File: config.mk
export PLATFORM = sky130hd
export DESIGN_NAME = lab_alu_pipe_flat
export DESIGN_NICKNAME = d
export VERILOG_FILES = /design/src/rtl/lab_alu_pipe_if.sv /design/src/rtl/lab_alu_pipe.sv /design/src/flat_wrapper.sv
export SDC_FILE = /design/constraint.sdc
export NUM_CORES = 1
export LEC_CHECK = 0
export BUFFER_PORTS_ARGS = -buffer_cell sky130_fd_sc_hd__buf_2
export CAP_MARGIN = 15
export CORE_MARGIN = 2
export CORE_UTILIZATION = 35
export CTS_BUF_LIST = sky130_fd_sc_hd__clkbuf_4 sky130_fd_sc_hd__clkbuf_8 sky130_fd_sc_hd__clkbuf_16
export CTS_CLUSTER_SIZE = 12
export DETAILED_ROUTE_END_ITERATION = 7
export PLACE_DENSITY = 0.68
export SLEW_MARGIN = 10
export SYNTH_ARGS = -nofsm -noshare
export SYNTH_HDL_FRONTEND = slang
export SYNTH_SLANG_ARGS = --single-unit
File: constraint.sdc
create_clock -name clk -period 3.03 [get_ports clk]
set_input_delay 0.606 -clock clk [delete_from_list [all_inputs] [get_ports clk]]
set_output_delay 0.606 -clock clk [all_outputs]
set_load 0.01 [all_outputs]
File: src/rtl/lab_alu_pipe_if.sv
// Operand/result handshake bundle for the lab ALU pipe.
// master drives operands and accepts results; slave is the ALU.
interface lab_alu_pipe_if #(
    parameter int WIDTH = 8
);
    logic             in_valid;
    logic             in_ready;
    logic [2:0]       op;
    logic [WIDTH-1:0] a;
    logic [WIDTH-1:0] b;
    logic             acc_clr;
    logic             out_valid;
    logic             out_ready;
    logic [WIDTH-1:0] out;
    logic             flag_z;
    logic             flag_c;
    logic             flag_v;

    modport master (
        output in_valid, op, a, b, acc_clr, out_ready,
        input  in_ready, out_valid, out,
        input  flag_z, flag_c, flag_v
    );

    modport slave (
        input  in_valid, op, a, b, acc_clr, out_ready,
        output in_ready, out_valid, out,
        output flag_z, flag_c, flag_v
    );
endinterface

File: src/rtl/lab_alu_pipe.sv
// WIDTH-bit 8-op ALU, one registered output stage, accumulator.
// Optional flags: define LAB_ALU_FLAGS_EN to build flag_z/c/v.
module lab_alu_pipe #(
    parameter int               WIDTH    = 8,
    parameter logic [WIDTH-1:0] ACC_INIT = '0
) (
    input logic           clk,
    input logic           rst,
    lab_alu_pipe_if.slave bus
);
    localparam logic [2:0] OP_XOR  = 3'd0;
    localparam logic [2:0] OP_OR   = 3'd1;
    localparam logic [2:0] OP_AND  = 3'd2;
    localparam logic [2:0] OP_NAND = 3'd3;
    localparam logic [2:0] OP_ADD  = 3'd4;
    localparam logic [2:0] OP_SUB  = 3'd5;
    localparam logic [2:0] OP_PASS = 3'd6;
    localparam logic [2:0] OP_ACC  = 3'd7;

    localparam int MSB = WIDTH - 1;

    logic             accept;
    logic [WIDTH-1:0] acc_base;
    logic [WIDTH:0]   res;
    logic             ovf;

    logic             out_valid_q;
    logic             out_valid_d;
    logic [WIDTH-1:0] out_q;
    logic [WIDTH-1:0] out_d;
    logic [WIDTH-1:0] acc_q;
    logic [WIDTH-1:0] acc_d;

    // The single output slot frees up when the sink takes it.
    assign bus.in_ready  = !out_valid_q || bus.out_ready;
    assign accept        = bus.in_valid && bus.in_ready;
    assign acc_base      = bus.acc_clr ? ACC_INIT : acc_acc_sel();
    assign bus.out_valid = out_valid_q;
    assign bus.out       = out_q;

    function automatic logic [WIDTH-1:0] acc_acc_sel();
        return acc_q;
    endfunction

    // Op datapath: WIDTH+1-bit result, top bit is carry/borrow.
    always_comb begin
        res = '0;
        ovf = 1'b0;
        unique case (bus.op)
            OP_XOR:  res = {1'b0, bus.a ^ bus.b};
            OP_OR:   res = {1'b0, bus.a | bus.b};
            OP_AND:  res = {1'b0, bus.a & bus.b};
            OP_NAND: res = {1'b0, ~(bus.a & bus.b)};
            OP_ADD: begin
                res = {1'b0, bus.a} + {1'b0, bus.b};
                ovf = (bus.a[MSB] == bus.b[MSB])
                   && (res[MSB] != bus.a[MSB]);
            end
            OP_SUB: begin
                res = {1'b0, bus.a} - {1'b0, bus.b};
                ovf = (bus.a[MSB] != bus.b[MSB])
                   && (res[MSB] != bus.a[MSB]);
            end
            OP_PASS: res = {1'b0, bus.a};
            OP_ACC: begin
                res = {1'b0, acc_base} + {1'b0, bus.a};
                ovf = (acc_base[MSB] == bus.a[MSB])
                   && (res[MSB] != bus.a[MSB]);
            end
        endcase
    end

    // Output slot and accumulator next state.
    always_comb begin
        out_valid_d = out_valid_q;
        out_d       = out_q;
        acc_d       = acc_q;
        if (accept) begin
            out_valid_d = 1'b1;
            out_d       = res[MSB:0];
            if (bus.op == OP_ACC) begin
                acc_d = res[MSB:0];
            end else if (bus.acc_clr) begin
                acc_d = ACC_INIT;
            end
        end else if (bus.out_ready) begin
            out_valid_d = 1'b0;
        end
    end

    // State registers; reset beats a same-cycle accept.
    always_ff @(posedge clk) begin
        if (rst) begin
            out_valid_q <= 1'b0;
            out_q       <= '0;
            acc_q       <= ACC_INIT;
        end else begin
            out_valid_q <= out_valid_d;
            out_q       <= out_d;
            acc_q       <= acc_d;
        end
    end

`ifdef LAB_ALU_FLAGS_EN
    logic [2:0] flags_q;
    logic [2:0] flags_d;

    // Flags {z,c,v} load together with the result.
    always_comb begin
        flags_d = flags_q;
        if (accept) begin
            flags_d = {res[MSB:0] == '0, res[WIDTH], ovf};
        end
    end

    // Flag register.
    always_ff @(posedge clk) begin
        if (rst) begin
            flags_q <= '0;
        end else begin
            flags_q <= flags_d;
        end
    end

    assign bus.flag_z = flags_q[2];
    assign bus.flag_c = flags_q[1];
    assign bus.flag_v = flags_q[0];
`else
    logic unused_flags;
    assign unused_flags = ^{res[WIDTH], ovf};
    assign bus.flag_z   = 1'b0;
    assign bus.flag_c   = 1'b0;
    assign bus.flag_v   = 1'b0;
`endif
endmodule

File: src/flat_wrapper.sv
// flat-port wrapper written by rule: the top's interface ports become plain ports
module lab_alu_pipe_flat 
#(
    parameter int               WIDTH    = 8,
    parameter logic [WIDTH-1:0] ACC_INIT = '0
)
  (clk, rst, bus_in_valid, bus_op, bus_a, bus_b, bus_acc_clr, bus_out_ready, bus_in_ready, bus_out_valid, bus_out, bus_flag_z, bus_flag_c, bus_flag_v);
  lab_alu_pipe_if #(.WIDTH(WIDTH)) bus_i ();
  input logic clk;
  input logic rst;
  input wire logic [$bits(bus_i.in_valid)-1:0] bus_in_valid;
  input wire logic [$bits(bus_i.op)-1:0] bus_op;
  input wire logic [$bits(bus_i.a)-1:0] bus_a;
  input wire logic [$bits(bus_i.b)-1:0] bus_b;
  input wire logic [$bits(bus_i.acc_clr)-1:0] bus_acc_clr;
  input wire logic [$bits(bus_i.out_ready)-1:0] bus_out_ready;
  output wire logic [$bits(bus_i.in_ready)-1:0] bus_in_ready;
  output wire logic [$bits(bus_i.out_valid)-1:0] bus_out_valid;
  output wire logic [$bits(bus_i.out)-1:0] bus_out;
  output wire logic [$bits(bus_i.flag_z)-1:0] bus_flag_z;
  output wire logic [$bits(bus_i.flag_c)-1:0] bus_flag_c;
  output wire logic [$bits(bus_i.flag_v)-1:0] bus_flag_v;
  assign bus_i.in_valid = bus_in_valid;
  assign bus_i.op = bus_op;
  assign bus_i.a = bus_a;
  assign bus_i.b = bus_b;
  assign bus_i.acc_clr = bus_acc_clr;
  assign bus_i.out_ready = bus_out_ready;
  assign bus_in_ready = bus_i.in_ready;
  assign bus_out_valid = bus_i.out_valid;
  assign bus_out = bus_i.out;
  assign bus_flag_z = bus_i.flag_z;
  assign bus_flag_c = bus_i.flag_c;
  assign bus_flag_v = bus_i.flag_v;
  lab_alu_pipe #(.WIDTH(WIDTH), .ACC_INIT(ACC_INIT)) u_core (.clk(clk), .rst(rst), .bus(bus_i));
endmodule
### After elaboration in Yosys (flattened, before gate mapping)

Index checks and enable logic that the tools add are counted.

| cells by class | value |
|---|---|
| bitwise gates (word level) | 4 |
| equality and inequality tests | 7 |
| add/subtract/negate cells | 3 |
| mux-type cells | 5 |
| reduce and logical (&&, ||, !) cells | 5 |

Operators by type and width:

| kind | number |
|---|---|
| case mux 8 bit (8 select lines) | 1 |
| adder 8 bit | 2 |
| two-way mux 8 bit | 2 |
| equality test 3 bit (second input constant) | 4 |
| bitwise AND 8 bit | 1 |
| inverter 8 bit | 1 |
| bitwise OR 8 bit | 1 |
| subtractor 8 bit | 1 |
| XOR 8 bit | 1 |
| equality test 3 x 2 -> 1 bit (second input constant) | 2 |
| equality test 3 x 1 -> 1 bit (second input constant) | 1 |
| logical NOT 3 bit | 1 |
| two-way mux 1 bit | 2 |
| nonzero test 2 bit | 1 |
| logical AND 1 bit | 1 |
| logical NOT 1 bit | 1 |
| logical OR 1 bit | 1 |

| storage, ports and cells | value |
|---|---|
| flip-flop bits (word level) | 17 |
| output and inout port bits | 13 |
| input bits | 24 |

### Longest topological paths before layout

| depth | value |
|---|---|
| depth after elaboration | 4 |
| gate-level depth with buffers | 14 |
| gate-level depth less buffers | 13 |

### Worst setup path before layout

No wires, ideal clock.

| timing path | value |
|---|---|
| path kind | input-to-reg |
| from | in bus_b[1] |
| to | reg u_core.out_q[5], in the netlist u_core.bus.out[5] |
| arrival | 2.811 ns |
| slack | 0.149 ns |
| buffers on the path | 0 |
| cell stages on the path | 13 |
| required time | 2.960 ns |
| cell sequence | inv_1 > ha_1 > nor3_1 > a21oi_1 > nor2_1 > a221o_1 > ha_1 > and3_1 > a22o_1 > or4_1 > nand3_1 > o211ai_1 > a21oi_1 |

| between the ends | value |
|---|---|
| word-level cells in the longest chain between the ends | 2 |
| elaborated cells between the ends (all ways) | 3 |

RTL lines:

| item | RTL line | RTL |
|---|---|---|
| from (decl) | flat_wrapper.sv:14 | `input wire logic [$bits(bus_i.b)-1:0] bus_b;` |
| subtractor 8 bit / adder 8 bit (equally long branches) | lab_alu_pipe.sv:60, lab_alu_pipe.sv:55 |  |
| case mux 8 bit (8 select lines) (*) | lab_alu_pipe.sv:49 | `unique case (bus.op)` |
| to (signal assigned) | lab_alu_pipe.sv:99 | `out_q <= out_d;` |
| to (decl) | lab_alu_pipe.sv:29 | `logic [WIDTH-1:0] out_q;` |

Mark *: on every way between the ends. The rest lies on a longest branch, timed or not.
A chain may end at the register's enable or synchronous reset.

### Worst setup path in the final report

| timing path | value |
|---|---|
| from | in bus_op[1] |
| to | reg u_core.acc_q[6] |

| between the ends | value |
|---|---|
| word-level cells in the longest chain between the ends | 3 |
| elaborated cells between the ends (all ways) | 10 |

RTL lines:

| item | RTL line | RTL |
|---|---|---|
| from (decl) | flat_wrapper.sv:12 | `input wire logic [$bits(bus_i.op)-1:0] bus_op;` |
| equality test 3 bit (tied with other cells) | lab_alu_pipe.sv:49, lab_alu_pipe.sv:81 |  |
| case mux 8 bit (8 select lines) | lab_alu_pipe.sv:49 |  |
| two-way mux 8 bit (*) | lab_alu_pipe.sv:81 | `if (bus.op == OP_ACC) begin` |
| to (signal assigned) | lab_alu_pipe.sv:96 | `acc_q <= ACC_INIT;` |
| to (signal assigned) | lab_alu_pipe.sv:100 | `acc_q <= acc_d;` |
| to (decl) | lab_alu_pipe.sv:31 | `logic [WIDTH-1:0] acc_q;` |

Marked as above.

==> flow_summary.ini <==
[run_status]
status = completed

[worst_hold_path]
hold_path_end = u_core.bus.out[1]
hp-class = reg -> reg
min_from = u_core.bus.out[1]
hold_depth = 2

[critical_path]
worstPathMaxFanout = 5
rr_startpoint = u_core.acc_q[1]
crit_path_top_delay_cell = fa_1
reg2regPathDepth = 12
critPathLaunchType = input port
regToRegEndpoint = u_core.acc_q[6]
crit_path_frequent_cell = inv_1
crit_required_ns = 3.18
regToRegSetupSlack_ns = 0.52
cp.arrival_ns = 3.02
crit_chain = buf_2, inv_1, nor2_1, nand3b_1, o21ai_0, ha_1, inv_1, fa_1, nor2b_2, o2111ai_1, o21ai_1, mux2i_1, a2bb2oi_2, o41ai_2
cp-end-kind = flip-flop
max_stage_delay_ns = 0.41
criticalPathCategory = in -> reg

[global_routing]
antenna_found_initial = 0
grt_pass1_wl_um = 9000
grt_max_degree = 24
overflow = 0
grt_pass1_vias = 1892
grt.total_usage_pct = 18.0

[clock_network]
postCtsSetupRepairBufs = 0
clock-sinks = 17
cts_max_path_buffers = 2
cts_buffers = 3
cts_htree_levels = 1
worstSkewPairLatency_ns = 0.25
cts_tree = built
clkSlewWorstSetupHoldPaths_ns = 0.06
cts-root-buf = clkbuf_8

[detailed_routing]
drt-total-wl_um = 5340
dr.first_iter.drc_count = 130
firstDrtPassIters = 5
final_antenna_net_count = 0
num_vias = 2073
drc = 0
detail_route.vias_per_cell = 5.60
wire_per_inst_um = 14.4

[placed_design]
io_buffers = 33
dpl.hpwl_um = 4190
gp_congestion = 0.905

[logic_synthesis]
syn-cell-area_um2 = 1910
ys.flop_type = dfxtp_1
ys_types = 52
ys_seq_area_share_pct = 17.9
synthArstFlopShare_pct = 0
syn_inst = 257
syn_avg_cell_area_um2 = 7.41
ys_ff_latch = 17
synth_edf_count = 0
synth_warnings = 0

[timing]
finalCritPeriodShare_pct = 94.7
fmax_mhz = 348
fin_skew_ns = 0.000789
slew_violations = 0
finalCriticalPeriod_ns = 2.87
setup_viol = 0
worstMarginPinSlew_ns = 0.637
hold_violations = 0
slew_headroom_pct = 57.1

[die]
start_util_pct = 36.8
die_area_um2 = 6050
pin_count = 37
placementRows = 26
die_w_um = 77.8
coreArea_um2 = 5170
die_h_um = 77.8

[power]
ir_drop_mv = 0.295
powerDensity_nw_per_um2 = 320
power.static_leakage_uw = 0.00107
power_uw = 742

[cells_and_area]
diodes = 0
layout-drive-gt1-share_pct = 22.7
fillers = 531
fin_util_pct = 44.8
seq_area_um2 = 340
finalNetCount = 350
multi_input_area_um2 = 1440
layout_common_cells = a21oi_1, buf_2, inv_1, ha_1, buf_4
area_growth_pct = 21.6

[job]
drv_cap = 0
[layout make-up]
type / count / area share, %
clock buffer: 4 / 2.11
inverter: 24 / 3.89
multi-input combinational: 202 / 61.9
sequential: 17 / 14.7
tap: 70 / 3.78
timing repair buffer: 53 / 13.6
[power by group]
part / total [uW] / internal (uW) / switching, uW
clock network: 177 / 102 / 74.6
registers: 243 / 237 / 6.38
logic: 322 / 137 / 184
[critical path: cells and delay by family]
family | cells | cell delay (ns)
adder cells (fa/ha/maj) | 2 | 0.62
buffers and inverters | 3 | 0.32
AND/OR/NAND/NOR | 3 | 0.44
AO/OA/AOI/OAI | 5 | 0.78
multiplexers | 1 | 0.25
[cell usage after synthesis, types with 2 or more instances]
cell type	instances	area share, %
o41ai_1	2	0.92
a2bb2oi_1	2	0.92
clkbuf_1	8	1.6
nand3_1	6	1.6
nor3_1	9	2.4
o22ai_1	7	2.3
mux2i_1	4	2.1
xnor2_1	3	1.4
a211oi_1	3	1.2
dfxtp_1	17	18
a21oi_1	33	8.7
a31oi_1	2	0.66
inv_1	24	4.7
o211ai_1	2	0.79
o21ai_0	15	3.9
a2111oi_2	2	1.6
buf_2	4	1.1
o21a_1	3	1.2
ha_1	24	16
buf_4	3	1.2
nor2_1	17	3.3
nand2_1	19	3.7
a21o_1	2	0.79
and3_1	2	0.66
a22oi_1	11	4.3
nor2b_1	2	0.66
nand2b_1	5	1.6
nand3b_1	2	0.79
[kinds of logic after synthesis]
logic type / Yosys count / synth area share, %
simple gates: 69 / 18.1
compound gates: 97 / 34.4
xor+xnor: 4 / 1.84
other cells: 1 / 0.197
buf+inv: 40 / 8.73
fa+ha+maj: 25 / 16.8
flops: 17 / 17.9
mux: 4 / 2.10
[metrics by stage]
step	area [um2]	setup slack (ns)	hold WS (ns)	TNS, ns	cells
final	2320	0.160	0.454	0	370
after global routing	2320	-0.0231	0.488	-0.0231	370
after CTS	2290	0.225	0.459	0	370
after detailed placement	2240	-0.0403	0.448	-0.0841	366
after global placement	2240	-0.0127	0.443	-0.0127	366
after floorplan	1910	0.149	0.436	0	259
[per-layer routing]
layer / share of wire [%] / track usage (%) / vias up
met4: 0.82 / 4.11 / 0
met5: 0 / 0 / -
li1: - / - / 1023
met1: 47 / 25.4 / 989
met3: 4.3 / 1.51 / 5
met2: 48 / 29.7 / 56
[state kept, by name, summed over array words and instances, names as in the netlist]
name	flops
u_core.acc_q	8
u_core.bus.out_valid	1
u_core.bus.out	8
[how the worst max path moves through the flow]
stage	start	endpoint	slack, ns	cells past startpoint
2_1_floorplan	bus_b[1]	u_core.bus.out[5]	0.15	13
3_3_place_gp	bus_b[2]	u_core.acc_q[6]	-0.01	12
3_5_place_dp	bus_b[0]	u_core.acc_q[6]	-0.04	14
4_1_cts	bus_b[0]	u_core.bus.out[5]	0.22	14
5_1_grt	bus_b[0]	u_core.acc_q[6]	-0.02	14
6_report	bus_op[1]	u_core.acc_q[6]	0.16	14
[repair_timing]
item | 4_1_cts | 5_1_grt
hold endpoints to repair | 0 | 0
endpoints found under the setup margin | 0 | 3
hold buffers | 0 | 0
gates resized for setup | 0 | 6
Note: power is estimated with default switching activity, not from simulation.
